`src/rtl/corelet_ctrl.sv`:
```
// corelet_ctrl -- sequencer for one 3x3 convolution tile on the corelet.
//
// Reads weight vectors (WS only) and activation vectors from xmem, and
// drives the corelet kernel-load/execute phases (inst_w) aligned with the
// xmem read data. Steps kij through every kernel position, then pulses
// readout_start to the SFU and finally pulses done. Control only: xmem Q
// feeds the corelet vector_data_in directly.
//
// Ports:
//   clk, reset      clock, asynchronous active-high reset
//   start           one-cycle run request, sampled only in IDLE
//   is_os           output-stationary mode, latched with start
//   cen_xmem        xmem chip enable (active-low)
//   wen_xmem        xmem write enable (active-low), always 1
//   a_xmem          xmem address (11-bit, wraps mod 2048)
//   inst_w          {0, execute, kernel load}, one cycle after the address
//   kij             current kernel position
//   readout_start   one-cycle pulse to the SFU
//   busy            high from the cycle after an accepted start until done
//   done            one-cycle completion pulse
//
// gap may be 0; drain and ro_cycles must be at least 1.
module corelet_ctrl #(
  parameter int unsigned col       = 8,
  parameter int unsigned n_act     = 36,
  parameter int unsigned kij_num   = 9,
  parameter int unsigned w_base    = 1024,
  parameter int unsigned gap       = 10,
  parameter int unsigned drain     = 20,
  parameter int unsigned ro_cycles = 16
) (
  input  logic        clk,
  input  logic        reset,
  input  logic        start,
  input  logic        is_os,
  output logic        cen_xmem,
  output logic        wen_xmem,
  output logic [10:0] a_xmem,
  output logic [2:0]  inst_w,
  output logic [3:0]  kij,
  output logic        readout_start,
  output logic        busy,
  output logic        done
);

  function automatic int unsigned cnt_width();
    int unsigned m;
    m = col;
    if (n_act > m)     m = n_act;
    if (gap > m)       m = gap;
    if (drain > m)     m = drain;
    if (ro_cycles > m) m = ro_cycles;
    if ($clog2(m + 1) > 7) return $clog2(m + 1);
    return 7;
  endfunction

  localparam int unsigned CW = cnt_width();

  localparam logic [CW-1:0] COL_LAST   = CW'(col - 1);
  localparam logic [CW-1:0] GAP_LAST   = CW'(gap - 1);
  localparam logic [CW-1:0] NACT_LAST  = CW'(n_act - 1);
  localparam logic [CW-1:0] DRAIN_LAST = CW'(drain - 1);
  localparam logic [CW-1:0] RO_LAST    = CW'(ro_cycles - 1);

  typedef enum logic [2:0] {
    S_IDLE,
    S_WLOAD,
    S_GAP,
    S_EXEC,
    S_DRAIN,
    S_READOUT,
    S_DONE
  } state_t;

  state_t          state;
  logic [CW-1:0]   cnt;
  logic            os_mode;
  logic            ph_w;     // address cycle of a kernel-load phase went out
  logic            ph_e;     // address cycle of an execute phase went out
  logic [10:0]     w_addr;

  // 11-bit arithmetic: the weight address wraps modulo 2048 by truncation.
  assign w_addr = 11'(w_base) + (11'(kij) * 11'(col)) + 11'(cnt);

  always_ff @(posedge clk or posedge reset) begin
    if (reset) begin
      state         <= S_IDLE;
      cnt           <= '0;
      kij           <= '0;
      os_mode       <= 1'b0;
      cen_xmem      <= 1'b1;
      wen_xmem      <= 1'b1;
      a_xmem        <= '0;
      ph_w          <= 1'b0;
      ph_e          <= 1'b0;
      inst_w        <= '0;
      readout_start <= 1'b0;
      busy          <= 1'b0;
      done          <= 1'b0;
    end else begin
      // Outputs are decoded from the state of the cycle just ending, so the
      // xmem address trails the state by one cycle and inst_w by two; inst_w
      // then lines up with the xmem read data.
      wen_xmem      <= 1'b1;
      cen_xmem      <= !(state == S_WLOAD || state == S_EXEC);
      ph_w          <= (state == S_WLOAD);
      ph_e          <= (state == S_EXEC);
      inst_w        <= {1'b0, ph_e, ph_w};
      readout_start <= (state == S_READOUT) && (cnt == '0);
      done          <= (state == S_DONE);
      if (state == S_WLOAD)     a_xmem <= w_addr;
      else if (state == S_EXEC) a_xmem <= 11'(cnt);

      unique case (state)
        S_IDLE: begin
          cnt <= '0;
          kij <= '0;
          if (start) begin
            os_mode <= is_os;
            busy    <= 1'b1;
            state   <= is_os ? S_EXEC : S_WLOAD;
          end
        end
        S_WLOAD: begin
          if (cnt == COL_LAST) begin
            cnt   <= '0;
            state <= (gap == 0) ? S_EXEC : S_GAP;
          end else begin
            cnt <= cnt + 1'b1;
          end
        end
        S_GAP: begin
          if (cnt == GAP_LAST) begin
            cnt   <= '0;
            state <= S_EXEC;
          end else begin
            cnt <= cnt + 1'b1;
          end
        end
        S_EXEC: begin
          if (cnt == NACT_LAST) begin
            cnt   <= '0;
            state <= S_DRAIN;
          end else begin
            cnt <= cnt + 1'b1;
          end
        end
        S_DRAIN: begin
          if (cnt == DRAIN_LAST) begin
            cnt <= '0;
            if (32'(kij) < kij_num - 1) begin
              kij   <= kij + 1'b1;
              state <= os_mode ? S_EXEC : S_WLOAD;
            end else begin
              state <= S_READOUT;
            end
          end else begin
            cnt <= cnt + 1'b1;
          end
        end
        S_READOUT: begin
          if (cnt == RO_LAST) begin
            cnt   <= '0;
            state <= S_DONE;
          end else begin
            cnt <= cnt + 1'b1;
          end
        end
        S_DONE: begin
          cnt   <= '0;
          busy  <= 1'b0;
          state <= S_IDLE;
        end
        default: state <= S_IDLE;
      endcase
    end
  end

endmodule

```
`config.mk`:
```
export PLATFORM = sky130hd
export DESIGN_NAME = corelet_ctrl
export DESIGN_NICKNAME = d
export VERILOG_FILES = /design/src/rtl/corelet_ctrl.sv
export SDC_FILE = /design/constraint.sdc
export NUM_CORES = 1
export LEC_CHECK = 0
export ABC_AREA = 0
export BUFFER_PORTS_ARGS = -buffer_cell sky130_fd_sc_hd__buf_2
export CORE_ASPECT_RATIO = 0.7
export CORE_MARGIN = 5
export CORE_UTILIZATION = 35
export CTS_BUF_LIST = sky130_fd_sc_hd__clkbuf_8
export CTS_CLUSTER_DIAMETER = 100
export CTS_CLUSTER_SIZE = 24
export DETAILED_ROUTE_END_ITERATION = 10
export GPL_ROUTABILITY_DRIVEN = 0
export PLACE_DENSITY = 0.52
export SLEW_MARGIN = 20
export SYNTH_ARGS = -nofsm -noshare
export SYNTH_HDL_FRONTEND = slang
export SYNTH_SLANG_ARGS = --single-unit
```
`constraint.sdc`:
```
create_clock -name clk -period 4.05 [get_ports clk]
set_input_delay 0.2025 -clock clk [delete_from_list [all_inputs] [get_ports clk]]
set_output_delay 0.2025 -clock clk [all_outputs]
set_load 0.02 [all_outputs]
```
* Word level (Yosys, flattened, before mapping) *
Index checks and enable logic that the tools add are counted.

cells by class
  add/sub/neg operators = 4
  multiply operators = 0
  divide/modulo/power cells = 0
  $lt $le $gt $ge = 1
  eq/ne operators = 18
  shift operators = 0
  muxes and demuxes = 23
  bitwise logic cells = 0
  reductions and logical operators = 14

operator list
  kind                   number
  $pmux 7 s6             1
  $mux 7                 5
  $mux 11                2
  $mux 3                 7
  $pmux 3 s6             1
  $eq 7x4->1 const B     2
  $add 11x7->11          1
  $add 11x7->11 const A  1
  $eq 3x3->1 const B     3
  $mux 4                 2
  $ne 2x2->1 const B     4
  $pmux 4 s2             1
  $add 7x1->7 const B    1
  $eq 7x3->1 const B     1
  $eq 7x5->1 const B     1
  $eq 7x6->1 const B     1
  $logic_not 7->1        1
  $eq 3x2->1 const B     2
  $ne 2x1->1 const B     3
  $reduce_and 6->1       1
  $reduce_bool 2->1      3
  $reduce_bool 6->1      1
  $add 4x1->4 const B    1
  $lt 4x4->1 const B     1
  other kinds (11)       13

storage, ports and cells
  register bits after elaboration = 34
  latch bits = 0
  memory bits (writable) = 0
  memory bits (read-only) = 0
  input port bits = 4
  logic and storage cells = 72
  memories = 0

* Logic depth before layout (Yosys ltp) *
Gate-level depths: netlist (run 1).

  depth after elaboration = 4
  mapped depth = 8
  gate-level depth less buffers = 7

* Least setup slack after synthesis (run 1) *
OpenSTA, ideal clock, no wires.

  kind = flip-flop to flip-flop
  start = register cnt[0]
  end = register state[0]
  setup time = 129 ps
  data arrival time = 1727 ps
  path slack = 2195 ps
  stages on the path, launching flop included = 6
  path through = dfrtp_1 > ha_1 > or4b_4 > a21oi_2 > o221ai_2 > a2111o_1

between the ends
  longest elaborated chain between the ends = 3
  elaborated cells between the ends (all ways) = 11

RTL lines
  what                                                       line  RTL
  from (decl)                                                76    logic [CW-1:0] cnt;
  from (signal assigned)                                     129   cnt <= cnt + 1'b1;
  from (signal assigned)                                     137   cnt <= cnt + 1'b1;
  from (signal assigned)                                     145   cnt <= cnt + 1'b1;
  $eq 7x4->1 (tied with other cells)                         133   if (cnt == GAP_LAST) begin
  $ne 2x2->1 (no source line) or $ne 2x1->1 (tied branches)  -
  $reduce_and 6->1 (no source line) *                        -
  to (signal assigned)                                       121   state <= is_os ? S_EXEC : S_WLOAD;
  to (signal assigned)                                       127   state <= (gap == 0) ? S_EXEC : S_GAP;
  to (signal assigned)                                       153   state <= os_mode ? S_EXEC : S_WLOAD;
  to (decl)                                                  75    state_t state;

Mark *: on every way between the ends. The rest lies on a longest branch, timed or not.
A chain may end at the register's enable or synchronous reset.

* Final worst setup path (run 1) *
  start = register state[1]
  end = register cnt[5]

between the ends
  longest elaborated chain between the ends = 3
  elaborated cells between the ends (all ways) = 10

RTL lines
  what                                             line  RTL
  $eq 3x3->1 or $logic_not 3->1 (tied branches)    114   unique case (state)
  $reduce_or 2->1 (no source line)                 -
  $pmux 7 s6 or $reduce_bool 6->1 (tied branches)  -

Several ways; a longest one is shown, not always the timed one.

==> flow_metrics.env, run 1 <==
export IMPL_io_buffers=22
export IMPL_fin_util=0.3929
export IMPL_max_stage_delay_ps=760
export IMPL_cp_required_ps=4220
export IMPL_power_mw=1.261
export IMPL_endpoint="cnt[5]$_DFFE_PP0P_"
export IMPL_synth_main_ff_cell="dfrtp_1"
export IMPL_dpl_instance_area_um2=1933
export IMPL_pwr_share_comb=0.386
export IMPL_post_route_period_util=0.5790
export IMPL_period_needed_ps=2345
export IMPL_design_area_um2=2033
export IMPL_drc=0
export IMPL_dp_hpwl_um=2747
export IMPL_postSynthCellCount=186
export IMPL_p_sw_mw=0.5199
export IMPL_crit_path_max_fanout=20
export IMPL_clk_latency_ps=280
export IMPL_p_sw_frac=0.4122
export IMPL_wl_per_cell_um=13.79
export IMPL_totalWireLength_um=3805
export IMPL_hp_class="in -> async"
export IMPL_maxCapViolations=0
export IMPL_drt_iter0_markers=101
export IMPL_via_per_inst=4.899
export IMPL_r2r_end="cnt[5]$_DFFE_PP0P_"
export IMPL_met1Wirelength_um=1917
export IMPL_ir_drop_mv=0.2599
export IMPL_area_growth_pct=10.62
export IMPL_rsz0062_at_grt="false"
export IMPL_firstDrtPassIters=4
export IMPL_cts_clk_slew_worst_paths_ps=70
export IMPL_post_cts_buffers=0
export IMPL_rrSetupSlack_ps=1710
export IMPL_maxSlewViolCount=0
export IMPL_start_kind="flip-flop"
export IMPL_power_frac_clock=0.207
export IMPL_hold_viol=16
export IMPL_final_nets=217
export IMPL_skew_ps=7.518
export IMPL_synth_seq_cells=32
export IMPL_crit_cells=5
export IMPL_std_cell_rows=22
export IMPL_grt_max_degree=33
export IMPL_placed_cells=268
export IMPL_syn_area_um2=1838
export IMPL_leakagePower_nw=0.9550
export IMPL_clock_sinks=32
export IMPL_start_util=0.3552
export IMPL_worst_slew_pin_slew_ps=656.7
export IMPL_grt_use_total=0.1199
export IMPL_status="finished with violations"
export IMPL_holdWs_ps=-1.760
export IMPL_fin_cells=276
export IMPL_setup_ws_ps=1705
export IMPL_yosysWarnings=0
export IMPL_p_int_mw=0.7414
export IMPL_top_layer="met4"
export IMPL_arrival_ps=2520
export IMPL_crit_buf_inv=0
export IMPL_die_area_um2=6824
export IMPL_wl_met3_um=219
export IMPL_h_tree_depth=2
export IMPL_vias=1352
export IMPL_crit_chain="nor3b_1, a21oi_1, o221ai_2, nor2_1, o311ai_0"
export IMPL_setup_viol=0
export IMPL_cellPowerDensity_nw_per_um2=620.4
export IMPL_ys_seq_area_frac=0.4364
export IMPL_synth_edf_count=0
export IMPL_drive_gt1_frac=0.1961
export IMPL_die_x_um=96.62
export IMPL_crit_start="state[1]$_DFFE_PP0P_"
export IMPL_seqPwrFrac=0.406
export IMPL_antenna_cells=0
export IMPL_fin_setup_tns_ps=0
export IMPL_dpl_worst_slack_ps=1728
export IMPL_core_area_um2=5175
export IMPL_crit_type="reg -> reg"
export IMPL_grt_pass1_wl_um=6617
export IMPL_overflow=0
export IMPL_cts_resized=0
export IMPL_antenna_found_initial=0
export IMPL_cp_top_family="compound AO/OA/AOI/OAI gates"
export IMPL_violations="negative hold slack"
export IMPL_fp_dieH_um=70.63
export IMPL_io_pin_count=27
export IMPL_cts_hold_buf=0
export IMPL_root_buffer="clkbuf_8"
export IMPL_slew_headroom=0.5622
export IMPL_antenna_left=0
export IMPL_clockBufferDepth=2
export IMPL_num_fill_cells=529
export IMPL_cts_buffers=5
export IMPL_end_kind="flip-flop"
export IMPL_grt_pass1_vias=1277
export IMPL_syn_area_per_cell_um2=9.882
export IMPL_routed_wl_met2_um=1634
export IMPL_slowest_stage="dfrtp_1"
export IMPL_postSynth_asyncResetShare=1.000
export IMPL_cts_tree="built"
export IMPL_rr_worst_depth=5
export IMPL_fmax_mhz=426.4
export IMPL_timing_rr_start="state[1]$_DFFE_PP0P_"
export IMPL_synthDistinctLibCells=49
cell usage after synthesis, types with 3 or more instances:
cell / count / area share
mux2i_1: 4 / 0.022
inv_1: 7 / 0.014
nor2_1: 12 / 0.025
nand3b_1: 3 / 0.012
a21oi_1: 8 / 0.022
o21ai_0: 16 / 0.044
nand2_1: 17 / 0.035
nor3_1: 6 / 0.016
dfrtp_1: 31 / 0.42
clkbuf_1: 3 / 0.0061
ha_1: 9 / 0.061
buf_4: 5 / 0.020
buf_6: 3 / 0.018
nand3_1: 11 / 0.030
and3_1: 3 / 0.010
nor3b_1: 4 / 0.016
metal layers:
layer	vias to the layer above	global-route usage
met5	-	0
met4	0	0.04206
met2	29	0.1682
met1	633	0.1727
met3	4	0.03842
li1	686	-
state kept, by name, summed over array words and instances (netlist names), 2 cells and up:
signal,flops
state,3
a_xmem,9
cnt,7
kij,4
inst_w,2
layout by cell type (no fill, tap or decap), types with 6 or more instances in the layout:
cell,netlist,final
ha_1,9,9
clkbuf_8,2,7
nor3_1,6,6
nand3_1,11,11
nand2_1,17,17
dfrtp_1,31,31
nor2_1,12,12
o21ai_0,16,16
buf_2,2,22
inv_1,7,8
a21oi_1,8,8
tightest hold or removal path, stage by stage:
cell	delay, ps
buf_2	100
inv_1	40
buf_4	350
cell families (layout without fill, tap and decap cells):
logic type               count (synthesis)  after routing  synth area share
AO/OA/AOI/OAI                           42             42            0.1559
XOR/XNOR                                 3              3           0.01430
flip-flops                              32             32            0.4364
other                                    2              4          0.004086
adder cells (fa/ha/maj)                 10             10           0.07216
AND/OR/NAND/NOR                         69             69            0.2035
multiplexers                             6              6           0.03404
buffers and inverters                   22             38           0.07965
final cells by class:
| type | instances | area, µm² | area share |
|---|---|---|---|
| Clock inverter | 1 | 3.754 | 0.001846 |
| Tap cell | 72 | 90.09 | 0.04431 |
| Timing Repair Buffer | 23 | 117.6 | 0.05785 |
| Inverter | 7 | 26.28 | 0.01292 |
| Clock buffer | 7 | 96.34 | 0.04738 |
| Multi-Input combinational cell | 134 | 897.1 | 0.4412 |
| Sequential cell | 32 | 802.0 | 0.3945 |
power groups by stage:
stage / Clock (mW) / Sequential (mW) / Combinational (mW)
after global routing: 0.290 / 0.529 / 0.548
after detailed placement: 0 / 0.519 / 0.485
after CTS: 0.274 / 0.511 / 0.490
final: 0.262 / 0.513 / 0.487
after floorplan: 0 / 0.498 / 0.420
after global placement: 0 / 0.514 / 0.497
worst min path at each step:
stage / startpoint / end / slack [ps] / depth (start not counted)
after floorplan: reset / a_xmem[0]$_DFFE_PP0N_ / 320 / 1
after global placement: reset / inst_w[1]$_DFF_PP0_ / 310 / 3
after detailed placement: reset / inst_w[1]$_DFF_PP0_ / 310 / 3
after CTS: reset / state[0]$_DFFE_PP0P_ / 3 / 3
after global routing: reset / cnt[5]$_DFFE_PP0P_ / 60 / 3
final: reset / kij[1]$_DFFE_PP0P_ / -2 / 3
Note: power is estimated with default switching activity, not from simulation.
==> run 2: changes to the inputs <==
--- a/config.mk
+++ b/config.mk
@@ -15,7 +15,7 @@
 export CTS_CLUSTER_SIZE = 24
 export DETAILED_ROUTE_END_ITERATION = 10
 export GPL_ROUTABILITY_DRIVEN = 0
-export PLACE_DENSITY = 0.52
+export PLACE_DENSITY = 0.54
 export SLEW_MARGIN = 20
 export SYNTH_ARGS = -nofsm -noshare
 export SYNTH_HDL_FRONTEND = slang
==> constraint.sdc (replaced) <==
create_clock -name clk -period 2 [get_ports clk]
set_input_delay 0.1 -clock clk [delete_from_list [all_inputs] [get_ports clk]]
set_output_delay 0.1 -clock clk [all_outputs]
set_load 0.02 [all_outputs]
==> run 2 against run 1 <==
  * The flow now finishes without violations
  * Flip-flop and latch count unchanged
  * Critical endpoint is now state[0]$_DFFE_PP0P_
  * First-iteration DRC count decreased by 25%
  * Maximum frequency increased by 20%
  * Register-to-register slack got worse by 1700 ps
  * Worst setup slack got worse by 1700 ps
  * Critical path type unchanged
  * Combinational power increased to 3.0 times the previous value
  * Largest cell class unchanged
==> flow_metrics.env, run 2 (same netlist as run 1, synthesis figures left out) <==
export IMPL_antenna_found_initial=0
export IMPL_regMostFlops="a_xmem"
export IMPL_die_area_um2=6824
export IMPL_via_per_inst=4.950
export IMPL_core_area_um2=5175
export IMPL_fmax_mhz=510.8
export IMPL_dpl_instance_area_um2=2098
export IMPL_io_pin_count=27
export IMPL_hold_viol=0
export IMPL_rr_worst_depth=5
export IMPL_grt_use_total=0.1273
export IMPL_top_regs="a_xmem: 9 flops, cnt: 7 flops, kij: 4 flops"
export IMPL_start_kind="flip-flop"
export IMPL_maxCapViolations=0
export IMPL_setup_viol=0
export IMPL_dpl_worst_slack_ps=87.73
export IMPL_maxSlewViolCount=0
export IMPL_ir_drop_mv=0.6993
export IMPL_vias=1485
export IMPL_rsz0062_at_grt="true"
export IMPL_final_nets=241
export IMPL_slowest_stage="or4b_4"
export IMPL_grt_pass1_vias=1387
export IMPL_start_util=0.3552
export IMPL_root_buffer="clkbuf_8"
export IMPL_cellPowerDensity_nw_per_um2=1320
export IMPL_antenna_left=0
export IMPL_dp_hpwl_um=3063
export IMPL_drive_gt1_frac=0.2851
export IMPL_totalWireLength_um=4174
export IMPL_grt_max_degree=33
export IMPL_fp_dieH_um=70.63
export IMPL_firstDrtPassIters=4
export IMPL_clock_sinks=32
export IMPL_final_cell_mix="dfrtp_1, buf_2, buf_4"
export IMPL_cp_top_family="compound AO/OA/AOI/OAI gates"
export IMPL_crit_path_max_fanout=5
export IMPL_hp_class="in -> reg"
export IMPL_setup_ws_ps=42.38
export IMPL_crit_cells=5
export IMPL_leakagePower_nw=1.087
export IMPL_arrival_ps=2130
export IMPL_cts_tree="built"
export IMPL_cts_buffers=5
export IMPL_crit_chain="ha_2, or4b_4, a21oi_4, o221ai_4, a2111o_1"
export IMPL_design_area_um2=2257
export IMPL_end_kind="flip-flop"
export IMPL_fin_cells=300
export IMPL_grt_pass1_wl_um=6955
export IMPL_drt_iter0_markers=76
export IMPL_clk_latency_ps=290
export IMPL_wl_per_cell_um=13.91
export IMPL_die_x_um=96.62
export IMPL_drc=0
export IMPL_placed_cells=290
export IMPL_crit_buf_inv=0
export IMPL_cts_clk_slew_worst_paths_ps=70
export IMPL_overflow=0
export IMPL_max_stage_delay_ps=510
export IMPL_hold_depth=2
export IMPL_final_common_cell="dfrtp_1"
export IMPL_clockBufferDepth=2
export IMPL_crit_type="reg -> reg"
export IMPL_largest_reg_flops=9
export IMPL_post_route_period_util=0.9788
export IMPL_antenna_cells=0
export IMPL_period_needed_ps=1958
export IMPL_power_mw=2.978
export IMPL_skew_ps=6.755
export IMPL_io_buffers=22
export IMPL_std_cell_rows=22
export IMPL_status="completed"
export IMPL_h_tree_depth=2
export IMPL_area_growth_pct=22.80
export IMPL_cp_required_ps=2170
run 2: cell types whose count changed in the layout (fill, tap and decap cells not counted), sizes merged:
cell	change
clkinv	+1
buf	+23
bufinv	+1
clkbuf	-2
dlygate4sd3	+1
run 2: worst paths after layout:
path,start,slack [ps],endpoint
max in group asynchronous,reset,1230,cen_xmem$_DFF_PP1_
worst max register to register,cnt[1]$_DFFE_PP0P_,40,state[0]$_DFFE_PP0P_
worst min register to register,ph_w$_DFF_PP0_,350,inst_w[0]$_DFF_PP0_
worst max-delay path,cnt[1]$_DFFE_PP0P_,40,state[0]$_DFFE_PP0P_
min in group asynchronous,reset,440,kij[1]$_DFFE_PP0P_
worst min-delay path,is_os,60,os_mode$_DFFE_PP0P_
run 2: cell type report:
| type | instances | area (µm²) |
|---|---|---|
| Inverter | 7 | 26.28 |
| Sequential cell | 32 | 802.0 |
| Clock inverter | 3 | 38.79 |
| Timing Repair Buffer | 47 | 307.8 |
| Tap cell | 72 | 90.09 |
| Fill cell | 552 | 2918 |
| Multi-Input combinational cell | 134 | 923.4 |
| Clock buffer | 5 | 68.82 |
run 2: per-stage QoR:
| step | utilization | setup TNS, ps | hold WS (ps) |
|---|---|---|---|
| after floorplan | - | 0 | 215.5 |
| after global placement | 0.4055 | 0 | 210.7 |
| after detailed placement | 0.4055 | 0 | 210.1 |
| after CTS | 0.4282 | 0 | 58.36 |
| after global routing | 0.4362 | -153.8 | 62.39 |
| final | 0.4362 | 0 | 59.50 |
run 2: power by group:
group / switching (mW) / leakage [nW] / total [mW] / internal, mW
clock network: 0.246 / 0.0593 / 0.610 / 0.364
registers: 0.116 / 0.417 / 0.933 / 0.817
logic: 0.814 / 0.610 / 1.44 / 0.621
total: 1.18 / 1.09 / 2.98 / 1.80
run 2: worst reg2reg max path, delay by kind of cell, from the launching register on:
family	cells	cell delay, ps
flip-flops	1	400
adder cells (fa/ha/maj)	1	200
AO/OA/AOI/OAI	3	740
AND/OR/NAND/NOR	1	510
run 2: layer usage:
layer | GRT usage | vias up | wire length (µm)
met5 | 0 | - | 0
met4 | 0.04206 | 0 | 52
met3 | 0.04039 | 6 | 249
met2 | 0.1820 | 30 | 1840
met1 | 0.1820 | 707 | 2032
li1 | - | 742 | -
run 2: repair_timing:
action / CTS / global route
hold buffers: 1 / 0
endpoints found under the setup margin: 0 / 9
buffers inserted: 0 / 1
hold endpoints to repair: 31 / 0
resized for setup: 0 / 9
==> run 3: changes to the inputs <==
--- a/config.mk
+++ b/config.mk
@@ -7,15 +7,17 @@
 export LEC_CHECK = 0
 export ABC_AREA = 0
 export BUFFER_PORTS_ARGS = -buffer_cell sky130_fd_sc_hd__buf_2
+export CELL_PAD_IN_SITES_DETAIL_PLACEMENT = 0
+export CELL_PAD_IN_SITES_GLOBAL_PLACEMENT = 2
 export CORE_ASPECT_RATIO = 0.7
 export CORE_MARGIN = 5
-export CORE_UTILIZATION = 35
+export CORE_UTILIZATION = 33
 export CTS_BUF_LIST = sky130_fd_sc_hd__clkbuf_8
 export CTS_CLUSTER_DIAMETER = 100
 export CTS_CLUSTER_SIZE = 24
 export DETAILED_ROUTE_END_ITERATION = 10
 export GPL_ROUTABILITY_DRIVEN = 0
-export PLACE_DENSITY = 0.54
+export PLACE_DENSITY = 0.76
 export SLEW_MARGIN = 20
 export SYNTH_ARGS = -nofsm -noshare
 export SYNTH_HDL_FRONTEND = slang
==> run 3 against run 2 <==
  * Critical path depth rose by 2
  * Final cell count fell by 0.67%
  * Register-to-register slack better by 50 ps
  * Via count increased by 0.81%
  * Total power shrank 0.87%
  * Maximum frequency rose by 2.5%
  * Utilization shrank 1.8 points
  * Critical path type unchanged
  * Highest routed layer unchanged
==> flow_metrics.env, run 3 (same netlist as run 1, synthesis figures left out) <==
export IMPL_grt_pass1_wl_um=7458
export IMPL_largest_reg_flops=9
export IMPL_totalWireLength_um=4480
export IMPL_regMostFlops="a_xmem"
export IMPL_clk_latency_ps=290
export IMPL_top_regs="a_xmem: 9 flops, cnt: 7 flops, kij: 4 flops"
export IMPL_pwr_share_comb=0.479
export IMPL_fp_dieH_um=72.44
export IMPL_grt_use_met3=0.03746
export IMPL_p_sw_frac=0.4059
export IMPL_maxSlewViolCount=0
export IMPL_fin_util=0.4183
export IMPL_power_frac_clock=0.207
export IMPL_cts_clk_slew_worst_paths_ps=60
export IMPL_vias=1497
export IMPL_met2_usage=0.1868
export IMPL_min_from="is_os"
export IMPL_std_cell_rows=22
export IMPL_hold_depth=2
export IMPL_skew_ps=8.541
export IMPL_arrival_ps=2060
export IMPL_grt_max_degree=33
export IMPL_grt_pass1_vias=1518
export IMPL_hold_end="os_mode$_DFFE_PP0P_"
export IMPL_post_route_period_util=0.9553
export IMPL_num_fill_cells=541
export IMPL_ir_drop_mv=0.4953
export IMPL_cellPowerDensity_nw_per_um2=1329
export IMPL_via_per_inst=5.023
export IMPL_drt_iter0_markers=54
export IMPL_design_area_um2=2222
export IMPL_fmax_mhz=523.4
export IMPL_drc=0
export IMPL_final_nets=239
export IMPL_cts_buffers=5
export IMPL_grt_use_met1=0.1959
export IMPL_holdWs_ps=70.67
export IMPL_rr_worst_depth=7
export IMPL_io_pin_count=27
export IMPL_setup_viol=0
export IMPL_start_kind="flip-flop"
export IMPL_h_tree_depth=2
export IMPL_rrSetupSlack_ps=90
export IMPL_crit_type="reg -> reg"
export IMPL_fin_setup_tns_ps=0
export IMPL_hp_class="in -> reg"
export IMPL_root_buffer="clkbuf_8"
export IMPL_die_x_um=99.20
export IMPL_area_growth_pct=20.90
export IMPL_final_common_cell="dfrtp_1"
export IMPL_busiest_layer="met1"
export IMPL_core_area_um2=5313
export IMPL_crit_path_max_fanout=4
export IMPL_clock_sinks=32
export IMPL_cp_top_family="simple AND/OR/NAND/NOR gates"
export IMPL_cp_required_ps=2150
export IMPL_r2r_end="kij[2]$_DFFE_PP0P_"
export IMPL_dp_hpwl_um=3378
export IMPL_leakagePower_nw=1.072
export IMPL_die_area_um2=7186
export IMPL_firstDrtPassIters=4
export IMPL_end_kind="flip-flop"
export IMPL_crit_chain="ha_1, or4b_4, buf_4, o41ai_4, nand3_1, xor2_1, nor2_1"
export IMPL_wl_per_cell_um=15.03
export IMPL_timing_rr_start="cnt[0]$_DFFE_PP0P_"
export IMPL_status="completed"
export IMPL_overflow=0
export IMPL_grt_use_total=0.1329
export IMPL_antenna_cells=0
export IMPL_max_stage_delay_ps=480
export IMPL_antenna_found_initial=0
export IMPL_cts_tree="built"
export IMPL_dpl_instance_area_um2=2091
export IMPL_rsz0062_at_grt="true"
export IMPL_io_buffers=22
export IMPL_clockBufferDepth=2
export IMPL_start_util=0.3460
export IMPL_seqPwrFrac=0.314
export IMPL_slowest_stage="or4b_4"
export IMPL_antenna_left=0
export IMPL_p_sw_mw=1.198
export IMPL_p_int_mw=1.754
export IMPL_hold_viol=0
export IMPL_final_cell_mix="dfrtp_1, buf_2, buf_4"
export IMPL_drive_gt1_frac=0.2832
export IMPL_period_needed_ps=1911
export IMPL_maxCapViolations=0
export IMPL_crit_buf_inv=1
## run 3: changes by cell type in the layout (fill, tap and decap cells not counted), sizes merged
cell,before,now
buf,46,44
## run 3: power groups by stage
stage,registers [mW],clock network [mW],logic [mW]
floorplan,1.01,0,0.851
global placement,0.927,0,1.36
detailed placement,0.936,0,1.38
CTS,0.924,0.631,1.39
global route,0.949,0.654,1.55
finish,0.926,0.611,1.42
## run 3: what timing repair did
action / CTS / global route
resized for setup: 0 / 4
hold buffers: 1 / 0
setup buffers: 0 / 0
endpoints found under the setup margin: 0 / 5
endpoints found under the hold margin: 31 / 0
## run 3: metal layers
metal  part of all wire  up-vias
met2               0.41       30
li1                   -      729
met4              0.011        0
met1               0.52      733
met3              0.058        5
met5                  0        -
## run 3: per-stage QoR
stage               std cells  worst slack (ps)  power, mW
finish                    298             89.35      2.952
CTS                       298             49.64      2.943
floorplan                 188             144.8      1.858
detailed placement        289             58.29      2.320
global placement          289             62.92      2.289
global route              298            -45.81      3.149
## run 3: worst max-delay path by stage
stage                       start                   end  slack, ps  cells after the start
6_report       cnt[0]$_DFFE_PP0P_    kij[2]$_DFFE_PP0P_         90                      7
3_5_place_dp   cnt[0]$_DFFE_PP0P_    cnt[0]$_DFFE_PP0P_         60                      7
2_1_floorplan  cnt[0]$_DFFE_PP0P_  state[0]$_DFFE_PP0P_        140                      5
5_1_grt        cnt[1]$_DFFE_PP0P_    kij[2]$_DFFE_PP0P_        -50                      7
3_3_place_gp   cnt[0]$_DFFE_PP0P_    cnt[0]$_DFFE_PP0P_         60                      7
4_1_cts        cnt[0]$_DFFE_PP0P_    cnt[0]$_DFFE_PP0P_         50                      7
## run 3: final cells by class
type / count / area, µm² / share of cell area
tap: 72 / 90.09 / 0.04054
timing repair buffer: 45 / 285.3 / 0.1284
inverter: 7 / 26.28 / 0.01182
clock inverter: 3 / 38.79 / 0.01745
sequential: 32 / 802.0 / 0.3609
multi-input combinational: 134 / 910.9 / 0.4099
clock buffer: 5 / 68.82 / 0.03097
